==> src/rtl/ibis_texture_layer_scheduler.sv <==
// Time-multiplexes one 10-phase ibis texture mapper across LAYERS layers and
// queues per-layer results in a 2-entry valid/ready FIFO.
module ibis_texture_layer_scheduler #(
  parameter int LAYERS             = 4,
  parameter int WIDTH              = 11,
  parameter int TILE_SIZE_POW2_MAX = 9,
  localparam int LW = $clog2(LAYERS),
  localparam int AW = 2 * TILE_SIZE_POW2_MAX
) (
  input  logic             aclk,
  input  logic             aresetn,
  input  logic             pix_valid,
  output logic             pix_ready,
  input  logic [WIDTH-1:0] pix_x,
  input  logic [WIDTH-1:0] pix_y,
  input  logic             cfg_we,
  input  logic [LW-1:0]    cfg_layer,
  input  logic [2:0]       cfg_sel,
  input  logic [17:0]      cfg_data,
  output logic             tm_enable,
  output logic [6:0]       tm_write_registers,
  output logic [WIDTH-1:0] tm_x,
  output logic [WIDTH-1:0] tm_y,
  output logic [2:0]       tm_power2,
  output logic [17:0]      tm_matrixA,
  output logic [17:0]      tm_matrixB,
  output logic [17:0]      tm_matrixC,
  output logic [17:0]      tm_matrixD,
  output logic [17:0]      tm_translateX,
  output logic [17:0]      tm_translateY,
  input  logic [AW-1:0]    tm_map_address,
  input  logic             tm_stencil_test,
  input  logic             tm_stencil_step,
  output logic             out_valid,
  input  logic             out_ready,
  output logic [LW-1:0]    out_layer,
  output logic [AW-1:0]    out_address,
  output logic             out_stencil_test,
  output logic             out_stencil_step,
  output logic             out_last
);
  localparam int FW = LW + AW + 3;

  logic [3:0]                   ph_q, ph_d;
  logic                         busy_q, busy_d;
  logic [LAYERS-1:0]            rem_q, rem_d, en_q, en_d;
  logic [WIDTH-1:0]             x_q, x_d, y_q, y_d, hx_q, hx_d, hy_q, hy_d;
  logic [LAYERS-1:0][5:0][17:0] mat_q, mat_d;
  logic [LAYERS-1:0][2:0]       p2_q, p2_d;
  logic [5:0][17:0]             hmat_q, hmat_d;
  logic [2:0]                   hp2_q, hp2_d;
  logic [LW-1:0]                play_q, play_d;
  logic                         plast_q, plast_d;
  logic [1:0][FW-1:0]           fifo_q, fifo_d;
  logic                         wp_q, wp_d, rp_q, rp_d;
  logic [1:0]                   cnt_q, cnt_d;

  logic              ph_zero, stall, pop, acc, issue, capture;
  logic [LAYERS-1:0] imask, nmask;
  logic [LW-1:0]     ilayer;
  logic [WIDTH-1:0]  cur_x, cur_y;

  // Control and mapper-facing outputs; tm_* fall back to the values latched at issue.
  always_comb begin
    ph_zero   = (ph_q == 4'd0);
    out_valid = aresetn && (cnt_q != 2'd0);
    pop       = out_valid && out_ready;
    stall     = ph_zero && busy_q && (cnt_q == 2'd2) && !pop;
    pix_ready = aresetn && ph_zero && (rem_q == '0) && !stall;
    acc       = pix_ready && pix_valid;
    imask     = acc ? en_q : rem_q;
    ilayer    = '0;
    for (int i = LAYERS - 1; i >= 0; i--)
      if (imask[i]) ilayer = LW'(i);
    nmask         = imask;
    nmask[ilayer] = 1'b0;
    issue     = aresetn && ph_zero && !stall && (imask != '0);
    capture   = aresetn && ph_zero && busy_q && !stall;
    tm_enable = aresetn && !(ph_zero && (stall || (!busy_q && !issue)));
    tm_write_registers = issue ? 7'h7F : 7'h00;
    cur_x = acc ? pix_x : x_q;
    cur_y = acc ? pix_y : y_q;
    tm_x          = issue ? cur_x : hx_q;
    tm_y          = issue ? cur_y : hy_q;
    tm_matrixA    = issue ? mat_q[ilayer][0] : hmat_q[0];
    tm_matrixB    = issue ? mat_q[ilayer][1] : hmat_q[1];
    tm_matrixC    = issue ? mat_q[ilayer][2] : hmat_q[2];
    tm_matrixD    = issue ? mat_q[ilayer][3] : hmat_q[3];
    tm_translateX = issue ? mat_q[ilayer][4] : hmat_q[4];
    tm_translateY = issue ? mat_q[ilayer][5] : hmat_q[5];
    tm_power2     = issue ? p2_q[ilayer] : hp2_q;
    {out_layer, out_address, out_stencil_test, out_stencil_step, out_last} = fifo_q[rp_q];
  end

  always_comb begin
    ph_d = ph_q;
    if (tm_enable) ph_d = (ph_q == 4'd9) ? 4'd0 : ph_q + 4'd1;
    busy_d = busy_q;
    if (ph_zero && tm_enable) busy_d = issue;
    rem_d = rem_q;
    if (issue)    rem_d = nmask;
    else if (acc) rem_d = '0;
    x_d     = cur_x;
    y_d     = cur_y;
    hx_d    = tm_x;
    hy_d    = tm_y;
    hmat_d  = {tm_translateY, tm_translateX, tm_matrixD, tm_matrixC, tm_matrixB, tm_matrixA};
    hp2_d   = tm_power2;
    play_d  = issue ? ilayer : play_q;
    plast_d = issue ? (nmask == '0) : plast_q;
    mat_d = mat_q;
    p2_d  = p2_q;
    en_d  = en_q;
    if (cfg_we) begin
      if (cfg_sel < 3'd6)       mat_d[cfg_layer][cfg_sel] = cfg_data;
      else if (cfg_sel == 3'd6) p2_d[cfg_layer] = cfg_data[2:0];
      else                      en_d[cfg_layer] = cfg_data[0];
    end
    // Push into the slot being popped is safe when full: the head is read this cycle.
    fifo_d = fifo_q;
    wp_d   = wp_q;
    rp_d   = rp_q;
    if (capture) begin
      fifo_d[wp_q] = {play_q, tm_map_address, tm_stencil_test, tm_stencil_step, plast_q};
      wp_d = ~wp_q;
    end
    if (pop) rp_d = ~rp_q;
    cnt_d = cnt_q + 2'(capture) - 2'(pop);
  end

  always_ff @(posedge aclk) begin
    if (!aresetn) begin
      ph_q    <= '0;
      busy_q  <= 1'b0;
      rem_q   <= '0;
      en_q    <= LAYERS'(1);
      x_q     <= '0;
      y_q     <= '0;
      hx_q    <= '0;
      hy_q    <= '0;
      hmat_q  <= '0;
      hp2_q   <= '0;
      play_q  <= '0;
      plast_q <= 1'b0;
      fifo_q  <= '0;
      wp_q    <= 1'b0;
      rp_q    <= 1'b0;
      cnt_q   <= '0;
      for (int l = 0; l < LAYERS; l++) begin
        mat_q[l] <= {18'h0, 18'h0, 18'h00100, 18'h0, 18'h0, 18'h00100};
        p2_q[l]  <= 3'd4;
      end
    end else begin
      ph_q    <= ph_d;
      busy_q  <= busy_d;
      rem_q   <= rem_d;
      en_q    <= en_d;
      x_q     <= x_d;
      y_q     <= y_d;
      hx_q    <= hx_d;
      hy_q    <= hy_d;
      hmat_q  <= hmat_d;
      hp2_q   <= hp2_d;
      play_q  <= play_d;
      plast_q <= plast_d;
      fifo_q  <= fifo_d;
      wp_q    <= wp_d;
      rp_q    <= rp_d;
      cnt_q   <= cnt_d;
      mat_q   <= mat_d;
      p2_q    <= p2_d;
    end
  end
endmodule

==> config.mk <==
export PLATFORM = sky130hd
export DESIGN_NAME = ibis_texture_layer_scheduler
export DESIGN_NICKNAME = d
export VERILOG_FILES = /design/src/rtl/ibis_texture_layer_scheduler.sv
export SDC_FILE = /design/constraint.sdc
export NUM_CORES = 2
export LEC_CHECK = 0
export ABC_AREA = 1
export ABC_CLOCK_PERIOD_IN_PS = 6650
export BUFFER_PORTS_ARGS = -buffer_cell sky130_fd_sc_hd__buf_2
export CELL_PAD_IN_SITES_DETAIL_PLACEMENT = 0
export CELL_PAD_IN_SITES_GLOBAL_PLACEMENT = 1
export CORE_MARGIN = 3
export CORE_UTILIZATION = 47
export DETAILED_ROUTE_END_ITERATION = 12
export PLACE_DENSITY = 0.89
export SYNTH_ARGS = -nofsm -noshare
export SYNTH_HDL_FRONTEND = slang
export SYNTH_SLANG_ARGS = --single-unit
==> constraint.sdc <==
create_clock -name aclk -period 6.65 [get_ports aclk]
set_clock_uncertainty 0.1 [all_clocks]
set_input_delay 0 -clock aclk [delete_from_list [all_inputs] [get_ports aclk]]
set_output_delay 0 -clock aclk [all_outputs]
set_load 0.05 [all_outputs]
## Yosys cells after proc, flatten, opt, wreduce, memory -nomap -nowiden

Cells that the tools add are included.

- Register bits after elaboration: 665
- Latch bits: 0
- Memory bits (writable): 0
- ROM bits: 0
- Input bits: 70
- Output and inout bits: 166
- Memories: 0

- Add/subtract/negate cells: 3
- $mul: 0
- Divide/modulo/power cells: 0
- $lt $le $gt $ge: 10
- Equality and inequality tests: 3
- Shift-type cells: 0
- Multiplexer cells: 42
- Bitwise operators: 6
- Reduce and logical (&&, ||, !) cells: 36

Operators by type and width:

| kind | count |
|---|---|
| $bwmux W432 | 1 |
| $bmux W108 S2 | 1 |
| $demux W108 S2 | 1 |
| $mux W108 | 2 |
| $mux W18 | 7 |
| $mux W23 | 3 |
| $demux W18 S3 | 1 |
| $bwmux W46 | 1 |
| $mux W11 | 4 |
| $demux W23 S1 | 1 |
| $logic_and A1 B1 Y1 | 21 |
| $mux W4 | 4 |
| $bwmux W12 | 1 |
| $logic_not A4 Y1 | 3 |
| $mux W3 | 3 |
| $mux W2 | 4 |
| $mux W7 | 1 |
| $bmux W3 S2 | 1 |
| $demux W3 S2 | 1 |
| $lt A2 B3 Y1 const B | 2 |
| $reduce_and A3 Y1 | 2 |
| $logic_not A1 Y1 | 5 |
| $add A4 B1 Y4 const B | 1 |
| $and A4 B4 Y4 | 1 |
| other kinds (20) | 28 |

## Longest topological paths before layout

- Depth in word-level cells: 20
- Mapped depth: 17
- Depth with buffers taken out: 15

## Least setup slack after synthesis

OpenSTA, ideal clock, no wires.

- Path type: flip-flop to flip-flop
- From: register ph_q[0]
- To: register ph_q[1]
- Arrival time: 2,129 ps
- Required time: 6,491 ps
- Slack: 4,362 ps
- Cell stages (with the launch flop): 14
- Path buffers: 1
- Clock period less this slack: 2,288 ps
- Cell sequence: dfxtp_1 > nor2_1 > nand3_1 > nor2_4 > nand4_1 > nand2_1 > nor2_8 > nand2_4 > nand2_2 > buf_4 > nand2_1 > nand3_1 > inv_1 > o21a_1

- Longest elaborated chain between the ends: 16
- Elaborated cells on any way between the ends: 22
- Those cells by class: add/sub: 1; eq/ne: 1; mux: 2; reduce/logical: 18

Ends and longest elaborated chain:

| element | RTL line | source |
|---|---|---|
| start: declaration | 44 | `logic [3:0] ph_q, ph_d;` |
| start signal: assignment | 154 | `ph_q <= ph_d;` |
| $logic_not A4 Y1 (*) | 65 | `ph_zero = (ph_q == 4'd0);` |
| $logic_and A1 B1 Y1 (3 in series) | 68 | `stall = ph_zero && busy_q && (cnt_q == 2'd2) && !pop;` |
| $logic_not A1 Y1 | 69, 77 |  |
| $logic_and A1 B1 Y1 | 69 | `pix_ready = aresetn && ph_zero && (rem_q == '0) && !stall;` |
| $logic_and A1 B1 Y1 | 70 | `acc = pix_ready && pix_valid;` |
| $mux W4 | 71 | `imask = acc ? en_q : rem_q;` |
| $reduce_bool A4 Y1 | 77 | `issue = aresetn && ph_zero && !stall && (imask != '0);` |
| $logic_and A1 B1 Y1 | 77 |  |
| $logic_not A1 Y1 | 79 | `tm_enable = aresetn && !(ph_zero && (stall \|\| (!busy_q && !issue)));` |
| $logic_and A1 B1 Y1 | 79 |  |
| $logic_or A1 B1 Y1 | 79 |  |
| $logic_and A1 B1 Y1 (*) | 79 |  |
| $logic_not A1 Y1 (*) | 79 |  |
| $logic_and A1 B1 Y1 (*) | 79 |  |
| named net tm_enable | 20 | `output logic tm_enable,` |

Mark *: on every way through the listed nets, which the timed path passes. The rest lies on a longest branch.
A chain may end at the register's enable or synchronous reset.

## Final worst setup path

- From: register ph_q[0]
- To: output tm_matrixD[8]

- Longest elaborated chain between the ends: 15
- Elaborated cells on any way between the ends: 20
- Those cells by class: mux: 8; reduce/logical: 12

Ends and longest elaborated chain:

| element | RTL line | source |
|---|---|---|
| $logic_not A4 Y1 (*) | 65 |  |
| $logic_and A1 B1 Y1 (3 in series) | 68 |  |
| $logic_not A1 Y1 | 69, 77 |  |
| $logic_and A1 B1 Y1 | 69 |  |
| $logic_and A1 B1 Y1 | 70 |  |
| $mux W4 | 71 |  |
| $mux W2 (4 in series) | 74 | `if (imask[i]) ilayer = LW'(i);` |
| $bmux W108 S2 | 88 | `tm_matrixD = issue ? mat_q[ilayer][3] : hmat_q[3];` |
| $mux W108 | -- |  |
| $mux W18 (*) | 88 |  |
| end: declaration | 28 | `output logic [17:0] tm_matrixD,` |

Every way passes the cells marked *; elsewhere a longest branch is shown, timed or not. The select of a mux whose other input is x is not followed.

==> impl_summary.txt <==
----------------------------------------------------
[Detailed routing]
  Routed wirelength normalized by instance count ... about 17 um
  1st-pass router iterations ... 6
  Final antenna-violating net count ... 0
  First DRT Iteration DRCs ... around 2500
  Number of design rule violations left after detail routing ... 0
  Number of vias per cell after detailed routing ... ~5.2
  Detailed-route wire length ... 88000 um
  Vias ... 26900

[Clocking]
  TritonCTS clock tree ... yes
  Buffer cell driving the clock tree root ... clkbuf_16
  Maximum number of buffers from clock root to sink ... 3
  Sink Count ... ~670
  Post-CTS clock slew at the launch and capture registers of the worst setup and hold paths ... around 0.06 ns
  Insertion delay to the later sink of the worst-skew pair ... between 0.6 and 0.7 ns
  CTS H-tree depth ... 3
  Cts repair resizes ... 0
  Number of buffers inserted during clock tree synthesis ... 74

[Placed design]
  Cell Area, Placed ... around 30000 sq um
  Global placer's final weighted congestion ... 0.768
  Total of buffers placed on input and output ports ... around 240
  Pre-CTS setup slack ... about 2.3 ns
  # placed instances ... 4915
  Half-perimeter wire length of the detailed placement result ... about 49000 um

[STA]
  Final-layout setup total negative slack ... 0 ns
  Final Hold Viols ... 0
  Worst slew slack as a fraction of its limit ... 0.153
  Worst Max-Slew Pin Slew ... about 1.3 ns
  Final min period ... 5.05 ns
  Max frequency ... 198 MHz
  Setup violation total in the final timing report ... 0
  Setup repair after global routing missed its margin ... no
  Final max-slew violation count ... 0
  Hold Worst Slack ... a little under 0.09 ns
  Setup WS post-layout ... 1.60 ns
  Final period util ... 0.759

[Worst setup path]
  Endpoint required time on the critical path ... 6.55 ns
  Sort of element at the start of the critical path ... flop
  Worst endpoint data arrival time ... about 5.0 ns
  Worst-path fanout max ... between 60 and 70
  Worst setup path category ... flop to output pin
  Slowest Stage Delay on Critical Path ... 0.74 ns
  Worst setup EP type ... output pin
  Critical path's slowest cell ... buf_4
  Dominant cell type by count on the critical path ... nand2_1
  Worst path cell trace ... nor2_1, nand2_1, nor2_2, nand2_2, nand3_4, nand2_1, nand2_2, buf_4, nand2_4, nand2_8, buf_4, nand2_1, nand3_1, nand2_1, nand2_1, inv_1, buf_2

[Power and ir drop]
  Highest ir drop seen on vdd ... around 330 uV
  Static Leakage ... 15.5 nW
  Total power draw ... between 10 and 15 mW
  Power per standard cell area ... between 300 and 400 nW/um^2

[GRT]
  Overall fraction of global-route tracks in use ... 0.268
  First-pass GRT wire length ... about 140000 um
  Antenna violations before repair ... 6
  Total overflow reported by the global router ... 0
  Pin count of the biggest net entering global routing ... around 280
  Via count of the first global-routing pass ... 25100

[Synth]
  Distinct cell type count after synthesis ... 33
  Top flip-flop cell by instance count after synthesis ... dfxtp_1
  Sequential element share of the synthesized area ... 0.459
  Seq cells post-synth ... 665
  Mapped Nets ... approximately 4300
  Gate Count Post-Synth ... ~4200
  Library cell with the highest instance count after synthesis ... nor2_1
  Leading cell types by total area after synthesis ... dfxtp_1 46%, nor2_1 9.6%, o21ai_0 9.2%
  Post-synthesis area per instance ... between 6 and 7 sq um
  Post-synth design cell area ... 29000 sq um
  Top post-synthesis cells by count ... 742 x nor2_1, 665 x dfxtp_1, 533 x o21ai_0, 486 x nand2_1, 481 x inv_1
  Area leader, netlist ... dfxtp_1
  Share of async-settable or async-resettable flops after synthesis ... 0
  Number of synthesis warnings ... 0
  Number of enable-type register cells in the synthesized netlist ... 0
  Share of the synthesized area in the top cell type ... 0.459

[Die]
  Site Rows ... 90
  Chip height ... 254 um
  Boundary Pins ... roughly 240
  Die footprint ... ~65000 sq um
  Starting utilization of the core area ... 0.478
  Die width ... 254 um
  Core outline area ... between 60000 and 70000 sq um

[Layout]
  Layout net count ... 4376
  Utilization after layout ... 0.553
  Filler-free cell count of the finished design ... ~5200
  Final non-filler cell area ... approximately 34000 sq um
  Growth of design area from synthesis to finish ... 15.8%
  Layout cells sized above 1 ... 0.107

[Hold path]
  Min-delay worst type ... input pin to flop

[Outcome]
  Result of the run ... complete, no violations

[Run]
  Maxcap violations ... 0

----------------------------------------------------
-- final cells by class --
class / count / area, sq um
fillers: 5906 / 27100
flip-flops and latches: 665 / 13300
multi-input cells: 2700 / 12500
repair buffers: 362 / 2400
clock buffers: 115 / 2240
inverters: 501 / 1890
well taps: 782 / 978
clock inverters: 22 / 279
diodes: 6 / 15.0
-- path summary, 6_finish.rpt --
check	from	to	slack, ns	cells after the start
worst max register to register	ph_q[0]$_SDFFE_PN0P_	hmat_q[62]$_SDFF_PN0_	2.27	16
worst min-delay path	pix_x[5]	x_q[5]$_SDFF_PN0_	0.09	4
worst max-delay path	ph_q[0]$_SDFFE_PN0P_	tm_matrixD[8]	1.60	17
worst min register to register	fifo_q[19]$_SDFFE_PN0P_	fifo_q[19]$_SDFFE_PN0P_	0.35	2
-- per-layer routing --
metal	wire length, um	up-vias	part of all wire	GRT usage
li1	-	13500	-	-
met1	38600	12300	0.44	0.364
met2	40900	867	0.47	0.437
met3	5620	180	0.064	0.0367
met4	2810	2	0.032	0.0935
met5	13	-	0.00015	0
-- critical path, delay by kind of cell (launching register included) --
family                 cells  cell delay [ns]
AND/OR/NAND/NOR           13             2.29
flip-flops                 1             0.35
buffers and inverters      4             1.61
-- power breakdown --
part | internal [mW] | leakage [nW] | switching (mW) | total, mW
clock | 2.52 | 1.24 | 1.70 | 4.22
combinational | 1.06 | 8.90 | 3.42 | 4.48
sequential | 4.25 | 5.38 | 0.0630 | 4.31
-- cell families after synthesis --
family | Yosys count | synth area share
simple gates | 1826 | 0.271
compound gates | 847 | 0.147
buf+inv | 832 | 0.113
flops | 665 | 0.459
mux | 22 | 0.00759
xor+xnor | 3 | 0.000906
fa+ha+maj | 2 | 0.000863
-- layout by cell type (no fill, tap or decap), types with 5 or more instances in the layout --
cell type,count
a21oi_1,302
buf_2,234
buf_4,30
bufinv_16,5
clkbuf_1,20
clkbuf_16,76
clkbuf_8,19
clkinv_1,15
clkinv_2,11
dfxtp_1,665
diode_2,6
dlygate4sd3_1,95
inv_1,480
mux2i_1,22
nand2_1,482
nand3_1,408
nand4_1,63
nor2_1,741
nor3_1,7
o211ai_1,7
o21ai_0,533
or2_0,31
or2_1,20
or2_2,60
-- sequential cells by signal (all words and copies together), names as in the netlist, 11 cells and up --
register	flops
p2_q	12
fifo_q	46
hy_q	11
hx_q	11
y_q	11
x_q	11
mat_q	432
hmat_q	108
-- repair_timing --
action / CTS / global route
hold buffers: 95 / 0
endpoints found under the hold margin: 478 / 0
buffers inserted: 0 / 0
Note: power is estimated with default switching activity, not from simulation.
